### src/rtl/avalon_st_if.sv
// Avalon-ST link bundle shared by the packet generator and the
// sampler/skid stages downstream of it.
//
// Parameters:
//   DATA_WIDTH  beat width in bits (multiple of 8)
// Signals:
//   data   beat payload, byte 0 of the beat in the MSBs
//   empty  unused bytes on the eop beat; 1 bit, tied 0, when a beat is one byte
//   sop    first beat of a packet
//   eop    last beat of a packet
//   vld    source has a beat on the bus
//   rdy    sink accepts the beat this cycle
interface avalon_st_if #(
  parameter int DATA_WIDTH = 32
);

  localparam int BPB         = DATA_WIDTH / 8;
  localparam int EMPTY_WIDTH = (BPB > 1) ? $clog2(BPB) : 1;

  logic [DATA_WIDTH-1:0]  data;
  logic [EMPTY_WIDTH-1:0] empty;
  logic                   sop;
  logic                   eop;
  logic                   vld;
  logic                   rdy;

  modport master (output data, empty, sop, eop, vld, input rdy);
  modport slave  (input data, empty, sop, eop, vld, output rdy);

endinterface

### src/rtl/avalon_pkt_gen.sv
// Avalon-ST packet transmitter. Takes a (length, seed) command and emits one
// framed packet whose payload byte k is (seed + k) mod 256, honouring
// downstream backpressure.
//
// Parameters:
//   LEN_WIDTH  width of the byte-length field of a command
// Ports:
//   clk        clock
//   rst_n      asynchronous active-low reset
//   cmd_vld    command valid
//   cmd_rdy    command ready (high whenever no packet is in flight)
//   cmd_len    packet length in bytes; zero-length commands are dropped
//   cmd_seed   value of payload byte 0
//   msg_out    Avalon-ST master port, all fields registered
//   busy       a packet is in flight
//   pkt_count  packets whose eop beat has transferred (wraps)
module avalon_pkt_gen #(
  parameter int LEN_WIDTH = 16
) (
  input  logic                 clk,
  input  logic                 rst_n,
  input  logic                 cmd_vld,
  output logic                 cmd_rdy,
  input  logic [LEN_WIDTH-1:0] cmd_len,
  input  logic [7:0]           cmd_seed,
  avalon_st_if.master          msg_out,
  output logic                 busy,
  output logic [31:0]          pkt_count
);

  localparam int DATA_WIDTH = msg_out.DATA_WIDTH;
  localparam int BPB        = DATA_WIDTH / 8;
  localparam int EW         = (BPB > 1) ? $clog2(BPB) : 1;
  localparam int LW1        = LEN_WIDTH + 1;
  localparam logic [LEN_WIDTH:0] BPB_L = LW1'(BPB);

  if ((DATA_WIDTH % 8) != 0 || DATA_WIDTH == 0) begin : g_width_check
    $fatal(1, "avalon_pkt_gen: DATA_WIDTH must be a non-zero multiple of 8");
  end

  typedef enum logic {IDLE, SEND} state_t;

  state_t state, next_state;

  // Lengths, pointers and beat counts carry one extra bit so a maximal
  // cmd_len plus the partial-beat round-up never overflows.
  logic [LEN_WIDTH:0] len_q;
  logic [7:0]         seed_q;
  logic [LEN_WIDTH:0] beats_left;
  logic [LEN_WIDTH:0] byte_ptr;

  logic               start;
  logic               advance;
  logic               finish;
  logic [LEN_WIDTH:0] cmd_beats;

  logic [LEN_WIDTH:0]    src_ptr;
  logic [LEN_WIDTH:0]    src_len;
  logic [7:0]            src_seed;
  logic                  src_last;
  logic [LEN_WIDTH:0]    byte_idx;
  logic [DATA_WIDTH-1:0] beat_data;
  logic [EW-1:0]         beat_empty;

  assign cmd_beats = ({1'b0, cmd_len} + BPB_L - LW1'(1)) / BPB_L;

  // State register.
  always_ff @(posedge clk or negedge rst_n) begin
    if (!rst_n) state <= IDLE;
    else        state <= next_state;
  end

  // Next-state logic and the per-cycle load/advance/finish strobes. cmd_rdy
  // and busy are pure functions of the state so the command side never sees
  // a path from msg_out.rdy.
  always_comb begin
    next_state = state;
    start      = 1'b0;
    advance    = 1'b0;
    finish     = 1'b0;
    cmd_rdy    = (state == IDLE);
    busy       = (state == SEND);
    case (state)
      IDLE: begin
        if (cmd_vld && cmd_len != '0) begin
          start      = 1'b1;
          next_state = SEND;
        end
      end
      SEND: begin
        if (msg_out.rdy) begin
          if (beats_left > LW1'(1)) begin
            advance = 1'b1;
          end else begin
            finish     = 1'b1;
            next_state = IDLE;
          end
        end
      end
      default: next_state = IDLE;
    endcase
  end

  // One beat builder serves both the first beat (straight from the command
  // inputs) and every following beat (from the latched command).
  always_comb begin
    if (state == IDLE) begin
      src_ptr  = '0;
      src_len  = {1'b0, cmd_len};
      src_seed = cmd_seed;
      src_last = (cmd_beats == LW1'(1));
    end else begin
      src_ptr  = byte_ptr + BPB_L;
      src_len  = len_q;
      src_seed = seed_q;
      src_last = (beats_left == LW1'(2));
    end
  end

  // Byte j of a beat sits in the MSB-first lane j; bytes past the packet end
  // are zero. Empty is only meaningful on the eop beat.
  always_comb begin
    beat_data = '0;
    byte_idx  = '0;
    for (int j = 0; j < BPB; j++) begin
      byte_idx = src_ptr + LW1'(j);
      if (byte_idx < src_len) begin
        beat_data[DATA_WIDTH-1-8*j -: 8] = src_seed + byte_idx[7:0];
      end
    end
    beat_empty = src_last ? EW'(src_ptr + BPB_L - src_len) : '0;
  end

  // Output and datapath registers. Nothing changes while a beat is stalled,
  // which keeps data/empty/sop/eop bit-stable under backpressure.
  always_ff @(posedge clk or negedge rst_n) begin
    if (!rst_n) begin
      msg_out.vld   <= 1'b0;
      msg_out.data  <= '0;
      msg_out.empty <= '0;
      msg_out.sop   <= 1'b0;
      msg_out.eop   <= 1'b0;
      len_q         <= '0;
      seed_q        <= '0;
      beats_left    <= '0;
      byte_ptr      <= '0;
      pkt_count     <= '0;
    end else if (start) begin
      len_q         <= {1'b0, cmd_len};
      seed_q        <= cmd_seed;
      beats_left    <= cmd_beats;
      byte_ptr      <= '0;
      msg_out.vld   <= 1'b1;
      msg_out.data  <= beat_data;
      msg_out.empty <= beat_empty;
      msg_out.sop   <= 1'b1;
      msg_out.eop   <= src_last;
    end else if (advance) begin
      beats_left    <= beats_left - LW1'(1);
      byte_ptr      <= src_ptr;
      msg_out.data  <= beat_data;
      msg_out.empty <= beat_empty;
      msg_out.sop   <= 1'b0;
      msg_out.eop   <= src_last;
    end else if (finish) begin
      msg_out.vld   <= 1'b0;
      msg_out.sop   <= 1'b0;
      msg_out.eop   <= 1'b0;
      pkt_count     <= pkt_count + 32'd1;
    end
  end

endmodule

### src/flat_wrapper.sv
// flat-port wrapper written by rule: the top's interface ports become plain ports
module avalon_pkt_gen_flat 
#(
  parameter int LEN_WIDTH = 16
)
  (clk, rst_n, cmd_vld, cmd_rdy, cmd_len, cmd_seed, busy, pkt_count, msg_out_data, msg_out_empty, msg_out_sop, msg_out_eop, msg_out_vld, msg_out_rdy);
  avalon_st_if #(.DATA_WIDTH(32)) msg_out_i ();
  input  logic clk;
  input  logic rst_n;
  input  logic cmd_vld;
  output logic cmd_rdy;
  input  logic [LEN_WIDTH-1:0] cmd_len;
  input  logic [7:0] cmd_seed;
  output logic busy;
  output logic [31:0] pkt_count;
  output wire logic [$bits(msg_out_i.data)-1:0] msg_out_data;
  output wire logic [$bits(msg_out_i.empty)-1:0] msg_out_empty;
  output wire logic [$bits(msg_out_i.sop)-1:0] msg_out_sop;
  output wire logic [$bits(msg_out_i.eop)-1:0] msg_out_eop;
  output wire logic [$bits(msg_out_i.vld)-1:0] msg_out_vld;
  input wire logic [$bits(msg_out_i.rdy)-1:0] msg_out_rdy;
  assign msg_out_data = msg_out_i.data;
  assign msg_out_empty = msg_out_i.empty;
  assign msg_out_sop = msg_out_i.sop;
  assign msg_out_eop = msg_out_i.eop;
  assign msg_out_vld = msg_out_i.vld;
  assign msg_out_i.rdy = msg_out_rdy;
  avalon_pkt_gen #(.LEN_WIDTH(LEN_WIDTH)) u_core (.clk(clk), .rst_n(rst_n), .cmd_vld(cmd_vld), .cmd_rdy(cmd_rdy), .cmd_len(cmd_len), .cmd_seed(cmd_seed), .msg_out(msg_out_i), .busy(busy), .pkt_count(pkt_count));
endmodule
### config.mk
export PLATFORM = sky130hd
export DESIGN_NAME = avalon_pkt_gen_flat
export DESIGN_NICKNAME = d
export VERILOG_FILES = /design/src/rtl/avalon_st_if.sv /design/src/rtl/avalon_pkt_gen.sv /design/src/flat_wrapper.sv
export SDC_FILE = /design/constraint.sdc
export NUM_CORES = 1
export LEC_CHECK = 0
export BUFFER_PORTS_ARGS = -buffer_cell sky130_fd_sc_hd__clkbuf_2
export CAP_MARGIN = 40
export CORE_ASPECT_RATIO = 1.4
export CORE_UTILIZATION = 55
export CTS_CLUSTER_SIZE = 30
export DETAILED_ROUTE_END_ITERATION = 6
export GPL_TIMING_DRIVEN = 0
export HOLD_SLACK_MARGIN = 0.02
export PLACE_DENSITY = 0.82
export SYNTH_ARGS = -nofsm -noshare
export SYNTH_HDL_FRONTEND = slang
export SYNTH_SLANG_ARGS = --single-unit
### constraint.sdc
create_clock -name clk -period 4.9 [get_ports clk]
set_input_delay 0.49 -clock clk [delete_from_list [all_inputs] [get_ports clk]]
set_output_delay 0.49 -clock clk [all_outputs]
set_load 0.01 [all_outputs]
[Word-level counts from Yosys, hierarchy flattened]
Cells that the tools add are included.
Cells by class
  muxes and demuxes: 34
  reduce and logical (&&, ||, !) cells: 7
  magnitude comparators: 5
  add/subtract/negate cells: 14
  bitwise gates (word level): 3
  eq/ne operators: 3
Operators by type and width (count)
  2-to-1 mux 17 bit: 5
  less-than comparator 17 x 16 -> 1 bit: 4
  2-to-1 mux 32 bit: 2
  2-to-1 mux 8 bit: 5
  adder 17 x 2 -> 17 bit, second input constant: 2
  subtractor 17 x 1 -> 17 bit, second input constant: 2
  adder 32 x 1 -> 32 bit, second input constant: 1
  adder 8 bit: 4
  adder 16 x 3 -> 17 bit, second input constant: 1
  adder 17 x 1 -> 17 bit, second input constant: 1
  adder 17 x 3 -> 17 bit, second input constant: 1
  == test 17 x 2 -> 1 bit, second input constant: 1
  greater-than comparator 17 x 1 -> 1 bit, second input constant: 1
  2-to-1 mux 1 bit: 17
  2-to-1 mux 16 bit: 1
  nonzero test 16 bit: 1
  == test 15 x 1 -> 1 bit, second input constant: 1
  2-to-1 mux 2 bit: 3
  nonzero test 2 bit: 2
  inverter 1 bit: 3
  AND reduction 3 bit: 1
  nonzero test 3 bit: 1
  adder 2 x 1 -> 2 bit, second input constant: 1
  inequality test 2 x 1 -> 1 bit, second input constant: 1
  4 further kinds: 4
Storage, ports and cells
  register bits after elaboration: 128
  output and inout bits: 71

[Logic depth before layout (Yosys ltp)]
Gate-level depths: netlist (run 1).
  depth after elaboration: 7
  depth in mapped cells: 19
  mapped depth without buffers: 17

[Worst setup path before layout (run 1)]
No wires, ideal clock.
  path type: flip-flop to flip-flop
  start point: register u_core.state, in the netlist u_core.busy
  end point: register u_core.msg_out.data[0]
  setup slack: 0.378 ns
  setup time: 0.068 ns
  cell stages (with the launch flop): 19
  data required time: 4.832 ns
  arrival: 4.454 ns
  buffers on the path: 2
  path through: dfrtp_1 > buf_2 > inv_1 > buf_1 > nor2_1 > ha_1 > a21oi_1 > nand3b_1 > nor3_1 > nor2b_1 > nand2_1 > xnor2_1 > ha_1 > a211oi_1 > o21ai_0 > a2111oi_0 > a211oi_1 > nor4_2 > a22o_1
Between the ends
  longest elaborated chain between the ends: 6
  elaborated cells between the ends (all ways): 12
  those cells by class: add/sub (2); order compare (1); mux (8); reduce/logical (1)
RTL lines
  start, declared: RTL line avalon_pkt_gen.sv:43  | state_t state, next_state;
  start signal, assigned: RTL line avalon_pkt_gen.sv:70  | else state <= next_state;
  2-to-1 mux 17 bit: RTL line avalon_pkt_gen.sv:107  | if (state == IDLE) begin
  adder 17 x 2 -> 17 bit: RTL line avalon_pkt_gen.sv:126  | byte_idx = src_ptr + LW1'(j);
  less-than comparator 17 x 16 -> 1 bit / adder 8 bit (equally long branches): RTL line avalon_pkt_gen.sv:127, avalon_pkt_gen.sv:128
  2-to-1 mux 8 bit: RTL line avalon_pkt_gen.sv:127  | if (byte_idx < src_len) begin
  2-to-1 mux 32 bit: RTL line avalon_pkt_gen.sv:158  | end else if (advance) begin
  2-to-1 mux 32 bit: RTL line avalon_pkt_gen.sv:148  | end else if (start) begin
  end signal, assigned: RTL line avalon_pkt_gen.sv:154  | msg_out.data <= beat_data;
  end signal, assigned: RTL line avalon_pkt_gen.sv:161  | msg_out.data <= beat_data;
  end, declared: RTL line avalon_st_if.sv:27  | modport master (output data, empty, sop, eop, vld, input rdy);
Several ways; a longest one is shown, not always the timed one. The select of a mux whose other input is x is not followed.
A chain may end at the register's enable or synchronous reset.

[Worst setup path after layout (run 1)]
  start point: register u_core.state, in the netlist u_core.busy
  end point: register u_core.msg_out.data[5]
Same word-level chain as after synthesis.

==> results of run 1 <==
[power by group]
group	switching, W	leakage [nW]	internal [W]
clock	0.000525	0.283	0.000735
combinational	0.00141	3.50	0.00109
sequential	0.000185	1.65	0.00132
[flip-flops by register name, indices dropped and copies added (netlist names)]
| signal | cells |
|---|---|
| u_core.msg_out.data | 32 |
| u_core.seed_q | 8 |
| u_core.msg_out.eop | 1 |
| u_core.msg_out.vld | 1 |
| u_core.msg_out.empty | 2 |
| u_core.msg_out.sop | 1 |
| u_core.busy | 1 |
| u_core.beats_left | 17 |
| u_core.len_q | 16 |
| u_core.pkt_count | 32 |
| u_core.byte_ptr | 17 |
[logic make-up after synthesis]
| group | Yosys count | share of synthesized area (%) |
|---|---|---|
| XOR/XNOR | 137 | 12.9 |
| flip-flops | 128 | 34.5 |
| buffers and inverters | 67 | 2.94 |
| adder cells (fa/ha/maj) | 102 | 14.1 |
| multiplexers | 37 | 4.23 |
| AND/OR/NAND/NOR | 334 | 18.4 |
| AO/OA/AOI/OAI | 177 | 13.0 |
[metal layers]
metal	wire [µm]	up-vias
met3	1100	76
met1	9810	3815
met5	0	-
li1	-	3741
met2	12400	260
met4	1260	0
[worst register-to-register path: stages (launching register included)]
cell	delay, ps
dfrtp_2	420
buf_4	220
clkbuf_4	250
nand2_2	190
inv_2	200
ha_2	260
a21oi_1	90
nand3b_1	280
nor3_4	320
nor2b_4	260
nand2_1	90
xnor2_1	130
ha_1	250
a211oi_2	270
o21ai_1	180
a2111oi_2	420
a211oi_1	150
nor4_2	260
buf_4	220
a22o_1	150
[final cells by class]
cell class                      count  area [µm²]
Buffer                             32         151
Clock buffer                       20         457
Clock inverter                     12         124
Fill cell                        1270        5470
Inverter                           34         128
Multi-Input combinational cell    787        5900
Sequential cell                   128        3200
Tap cell                          199         249
Timing Repair Buffer              112         627
[metrics by stage]
| stage | instance area (µm²) | setup slack (ps) | power [W] | utilization (%) | setup TNS (ps) |
|---|---|---|---|---|---|
| floorplan | 9290 | 378 | 0.00323 | - | 0 |
| global placement | 10000 | -1420 | 0.00382 | 61.4 | -34750 |
| detailed placement | 10100 | -912 | 0.00391 | 61.9 | -15310 |
| CTS | 10800 | 62.8 | 0.00521 | 66.0 | 0 |
| global route | 10800 | 19.4 | 0.00559 | 66.5 | 0 |
| finish | 10800 | 243 | 0.00526 | 66.5 | 0 |
[worst paths after layout]
check,startpoint,to,cells past startpoint
setup / recovery,u_core.busy$_DFF_PN0_,u_core.msg_out.data[5]$_DFFE_PN0N_,19
hold / removal,cmd_seed[2],u_core.seed_q[2]$_DFFE_PN0P_,3
setup reg to reg,u_core.busy$_DFF_PN0_,u_core.msg_out.data[5]$_DFFE_PN0N_,19
hold reg to reg,u_core.len_q[5]$_DFFE_PN0P_,u_core.len_q[5]$_DFFE_PN0P_,2
max in group asynchronous,rst_n,u_core.busy$_DFF_PN0_,3
min in group asynchronous,rst_n,u_core.pkt_count[29]$_DFFE_PN0P_,2
[layout by cell type (no fill, tap or decap), types with 18 or more instances in the layout]
cell type  synthesis  layout
clkbuf_2           0      98
ha_1              98      97
o21ai_0           42      40
mux2_2            18      18
nand2_1          135     134
a22o_1            35      35
nand3_1           35      35
a21oi_1           38      38
xor2_1            40      40
nor2_1            42      41
inv_1             34      33
xnor2_1           97      97
dfrtp_1          128     127
a21o_1            18      18
[repair_timing]
item                                    CTS  global route
gates resized for setup                  20             9
buffers inserted                          2             7
hold buffers                              1             0
endpoints found under the hold margin     1             0
pin swaps                                 3             3
endpoints found under the setup margin   32            31
==> reports/qor.yml, run 1 <==
sta:
  tightestPinTransition_ps: 886
  holdWs_ps: 269
  slew_viol_final: 0
  min_period_ps: 4660
  finalCritPeriodShare_pct: 95.0
  slew_headroom_pct: 41.0
  rsz0062_at_grt: "false"
  finalHoldViolCount: 0
  clock.fmax_mhz: 215
  fin_skew_ps: 11.3
  setup_violations: 0
grt:
  grt_util_met2_pct: 51.9
  grt.overflow.total: 0
  met3_usage_pct: 5.28
  grt_usage_pct: 29.2
  antenna_found_initial: 0
  busiest_layer: "met2"
  grt_pass1_wl_um: 39300
  use_met1_pct: 32.8
  grt_max_degree: 78
  grt_pass1_vias: 7837
setup_path:
  r2r_slack_ps: 240
  cpMostUsedCell: "buf_4"
  critPathBufInv: 4
  worstPathRequired_ps: 5270
  start_kind: "flop"
  slowest_delay_ps: 420
  critPathKind: "reg -> reg"
  endpoint_kind: "flop"
  crit_chain: "buf_4, clkbuf_4, nand2_2, inv_2, ha_2, a21oi_1, nand3b_1, nor3_4, nor2b_4, nand2_1, xnor2_1, ha_1, a211oi_2, o21ai_1, a2111oi_2, a211oi_1, nor4_2, buf_4, a22o_1"
  crit_fanout: 10
  path_delay_family: "simple AND/OR/NAND/NOR gates"
  arrival_ps: 5030
  cp_slowest_cell: "dfrtp_2"
synth:
  synth.distinct_cells: 63
  yosysWarnings: 0
  netlist_area_mm2: 0.00929
  async_reset_ff_share_pct: 100
  synth_most_common_cell: "nand2_1"
  synth-seq-cells: 128
  synth_top_area_share_pct: 34.5
  synth_edf_count: 0
  synth_area_leaders: "dfrtp_1, ha_1, xnor2_1, nand2_1, xor2_1"
  synthFlopType: "dfrtp_1"
  synth_nets: 1112
  synth.top_cells.by_count: "nand2_1, dfrtp_1, ha_1, xnor2_1"
  seq_area_frac_synth_pct: 34.5
  netlist_instances: 982
  avgSynthCellArea_um2: 9.46
  yosys.area.top_type: "dfrtp_1"
floorplanning:
  die_w_um: 112
  rows: 55
  coreArea_mm2: 0.0163
  num_io_pins: 99
  die_area_mm2: 0.0174
  start_util_pct: 56.9
  die_y_um: 156
power_and_ir_drop:
  peakVddDrop_mv: 0.257
  leakage_nw: 5.43
  powerDensity_mw_per_mm2: 485
placed_design:
  gp_congestion: 0.894
  dp_hpwl_um: 18300
  portBuffers: 97
  dp.cells: 1283
route:
  viasPerCell: 5.96
  vias: 7892
  drt_pass1_iterations: 7
  drc_errors: 12
  drtIter0Drc: 617
  routed_wl_um: 24600
  wl_per_cell_um: 18.6
  detail-route-antenna-nets: 0
clock_tree:
  clk_latency_ps: 440
  cts_buffers: 17
  cts.sinks: 128
  clk_path_buf_depth: 2
  clockRootBuffer: "clkbuf_16"
  htreeDepth: 4
  tritoncts: "done"
  clk_pin_slew_ps: 70
cells_and_area:
  diodes: 0
  final_cells: 1324
  final_layout_size_suffix_gt1_share_pct: 18.8
  area_growth_pct: 16.7
  nets: 1242
run_status:
  violations: "DRC"
  outcome: "finished with violations"
flow_run:
  drv_cap: 0
worst_hold_path:
  hp-class: "in -> reg"
(Power assumes the default switching activity.)
==> run 2, diff against run 1 <==
CELL_PAD_IN_SITES_DETAIL_PLACEMENT = 1   (was not set)
CELL_PAD_IN_SITES_GLOBAL_PLACEMENT = 2   (was not set)
CORE_UTILIZATION = 38   (was 55)
PLACE_DENSITY = 0.88   (was 0.82)
==> reports/qor.yml, run 2 (synthesis results as in run 1) <==
sta:
  min_period_ps: 4840  # +180 ps
  rsz0062_at_grt: "false"
  clock.fmax_mhz: 207  # -3.7%
  fin_skew_ps: 16.9  # +5.64 ps
  setup_violations: 0  # unchanged
  tightestPinTransition_ps: 888  # +2.42 ps
  finalCritPeriodShare_pct: 98.7  # +3.7 points
  layout_setup_ws_ps: 63.3  # -180 ps
  slew_viol_final: 0  # unchanged
  slew_headroom_pct: 40.8  # -0.16 points
  finalHoldViolCount: 0  # unchanged
cells_and_area:
  layout_commonest_cell: "nand2_1"
  finalCoreUtilization_pct: 45.9  # -21 points
  fillCellCount: 2844  # +120%
  largestRegisters: "u_core.msg_out.data: 32 flops, u_core.pkt_count: 32 flops"
  nets: 1239  # -0.24%
  final_layout_size_suffix_gt1_share_pct: 18.5  # -0.31 points
  diodes: 0  # unchanged
  final_cell_mix: "nand2_1, dfrtp_1, xnor2_1, clkbuf_2, ha_1"
  area_growth_pct: 18.4
route:
  drc_errors: 0  # -12
  routed_wl_um: 28600  # +16%
  wl_per_cell_um: 20.0  # +7.6%
  drt_pass1_iterations: 5  # -2
  vias: 7911  # +0.24%
  drtIter0Drc: 295  # -52%
  detail-route-antenna-nets: 0  # unchanged
  viasPerCell: 5.52  # -7.3%
clock_tree:
  tritoncts: "done"
  cts.sinks: 128  # unchanged
  cts_buffers: 17  # unchanged
  clk_path_buf_depth: 2  # unchanged
  clk_pin_slew_ps: 70  # about the same
  clockRootBuffer: "clkbuf_16"
  cts_hold_buf: 0  # -1
  htreeDepth: 4  # unchanged
  clk_latency_ps: 450  # about the same
grt:
  grt_pass1_vias: 8440  # +7.7%
  grt_max_degree: 71  # -9.0%
  antenna_found_initial: 0  # unchanged
  grt.overflow.total: 0  # unchanged
  grt_pass1_wl_um: 45600  # +16%
  grt_usage_pct: 23.8  # -5.4 points
placed_design:
  dp_hpwl_um: 21600  # +18%
  gp_congestion: 0.830  # -7.2%
  post-place-ws_ps: -1130  # -221 ps
  portBuffers: 97  # unchanged
setup_path:
  crit_fanout: 10  # unchanged
  worstPathRequired_ps: 5280  # about the same
  cpMostUsedCell: "buf_2"
  start_kind: "flop"
  endpoint_kind: "flop"
  cp_slowest_cell: "a2111oi_2"
  path_delay_family: "compound AO/OA/AOI/OAI gates"
  arrival_ps: 5220  # +190 ps
  slowest_delay_ps: 740  # +320 ps
  crit_chain: "buf_4, buf_4, buf_2, buf_2, mux2i_1, ha_1, a21o_1, a211oi_1, o21ai_0, a21oi_1, o21ai_0, a2111oi_2, buf_2, a22o_1"
  critPathKind: "reg -> reg"
  critPathBufInv: 5  # +1
power_and_ir_drop:
  leakage_nw: 5.43  # about the same
  powerDensity_mw_per_mm2: 493  # +1.6%
  peakVddDrop_mv: 0.264  # +2.6%
floorplanning:
  start_util_pct: 38.7  # -18 points
  die_area_mm2: 0.0251  # +44%
  die_y_um: 187  # +20%
  rows: 67  # +22%
  num_io_pins: 99  # unchanged
  coreArea_mm2: 0.0240  # +47%
  die_w_um: 134  # +20%
flow_run:
  drv_cap: 0  # unchanged
run_status:
  outcome: "finished clean"
worst_hold_path:
  hp-class: "in -> async"
run 2: changes by cell type in the layout (fill, tap and decap cells not counted), moves of 2 or more:
cell       delta
buf_4         -2
bufinv_16     +2
clkbuf_8      -2
clkinv_4      -3
inv_8         +2
mux2i_1       +2
mux2i_2       -2
run 2: per-stage QoR:
| stage | hold WS (ps) | std cells | TNS (ps) | total power (W) | instance area, µm² |
|---|---|---|---|---|---|
| 2_1_floorplan | 194 | 982 | 0 | 0.00323 | 9290 |
| 3_3_place_gp | 452 | 1389 | -46020 | 0.00389 | 10200 |
| 3_5_place_dp | 461 | 1395 | -27360 | 0.00399 | 10200 |
| 4_1_cts | 31.7 | 1430 | 0 | 0.00545 | 11000 |
| 5_1_grt | 47.7 | 1432 | 0 | 0.00581 | 11000 |
| 6_report | 26.3 | 1432 | 0 | 0.00542 | 11000 |
run 2: cell type report:
cell class | count | area [µm²] | share of cell area, %
Clock buffer | 17 | 425 | 3.87
Tap cell | 310 | 388 | 3.53
Sequential cell | 128 | 3200 | 29.1
Timing Repair Buffer | 109 | 602 | 5.47
Inverter | 34 | 130 | 1.18
Buffer | 32 | 154 | 1.40
Clock inverter | 15 | 196 | 1.79
Multi-Input combinational cell | 787 | 5900 | 53.6
run 2: final timing paths:
kind / startpoint / to / slack, ps / cells after the start
max: u_core.busy$_DFF_PN0_ / u_core.msg_out.data[26]$_DFFE_PN0N_ / 60 / 14
min: rst_n / u_core.pkt_count[31]$_DFFE_PN0P_ / 30 / 1
max reg2reg: u_core.busy$_DFF_PN0_ / u_core.msg_out.data[26]$_DFFE_PN0N_ / 60 / 14
min reg2reg: u_core.pkt_count[31]$_DFFE_PN0P_ / u_core.pkt_count[31]$_DFFE_PN0P_ / 470 / 1
max in group asynchronous: rst_n / u_core.byte_ptr[12]$_DFFE_PN0N_ / 4130 / 2
min in group clk: cmd_seed[6] / u_core.seed_q[6]$_DFFE_PN0P_ / 260 / 3
run 2: repair_timing:
item / CTS / global route
pin swaps: 2 / 4
buffers inserted: 3 / 2
resized for setup: 20 / 7
hold endpoints to repair: 0 / 0
endpoints found under the setup margin: 32 / 31
run 2: layer usage:
metal	part of all wire [%]	wire [µm]	up-vias	global-route usage, %
met5	0	0	-	0
met4	3.2	918	0	9.98
met3	3.7	1060	44	4.58
met2	52	15000	154	42.6
met1	41	11700	3986	27.4
li1	-	-	3727	-
run 2: power by group:
group	internal (W)	total [W]	switching (W)
clock network	0.000817	0.00139	0.000575
logic	0.00109	0.00253	0.00144
registers	0.00132	0.00150	0.000183
total	0.00322	0.00542	0.00220
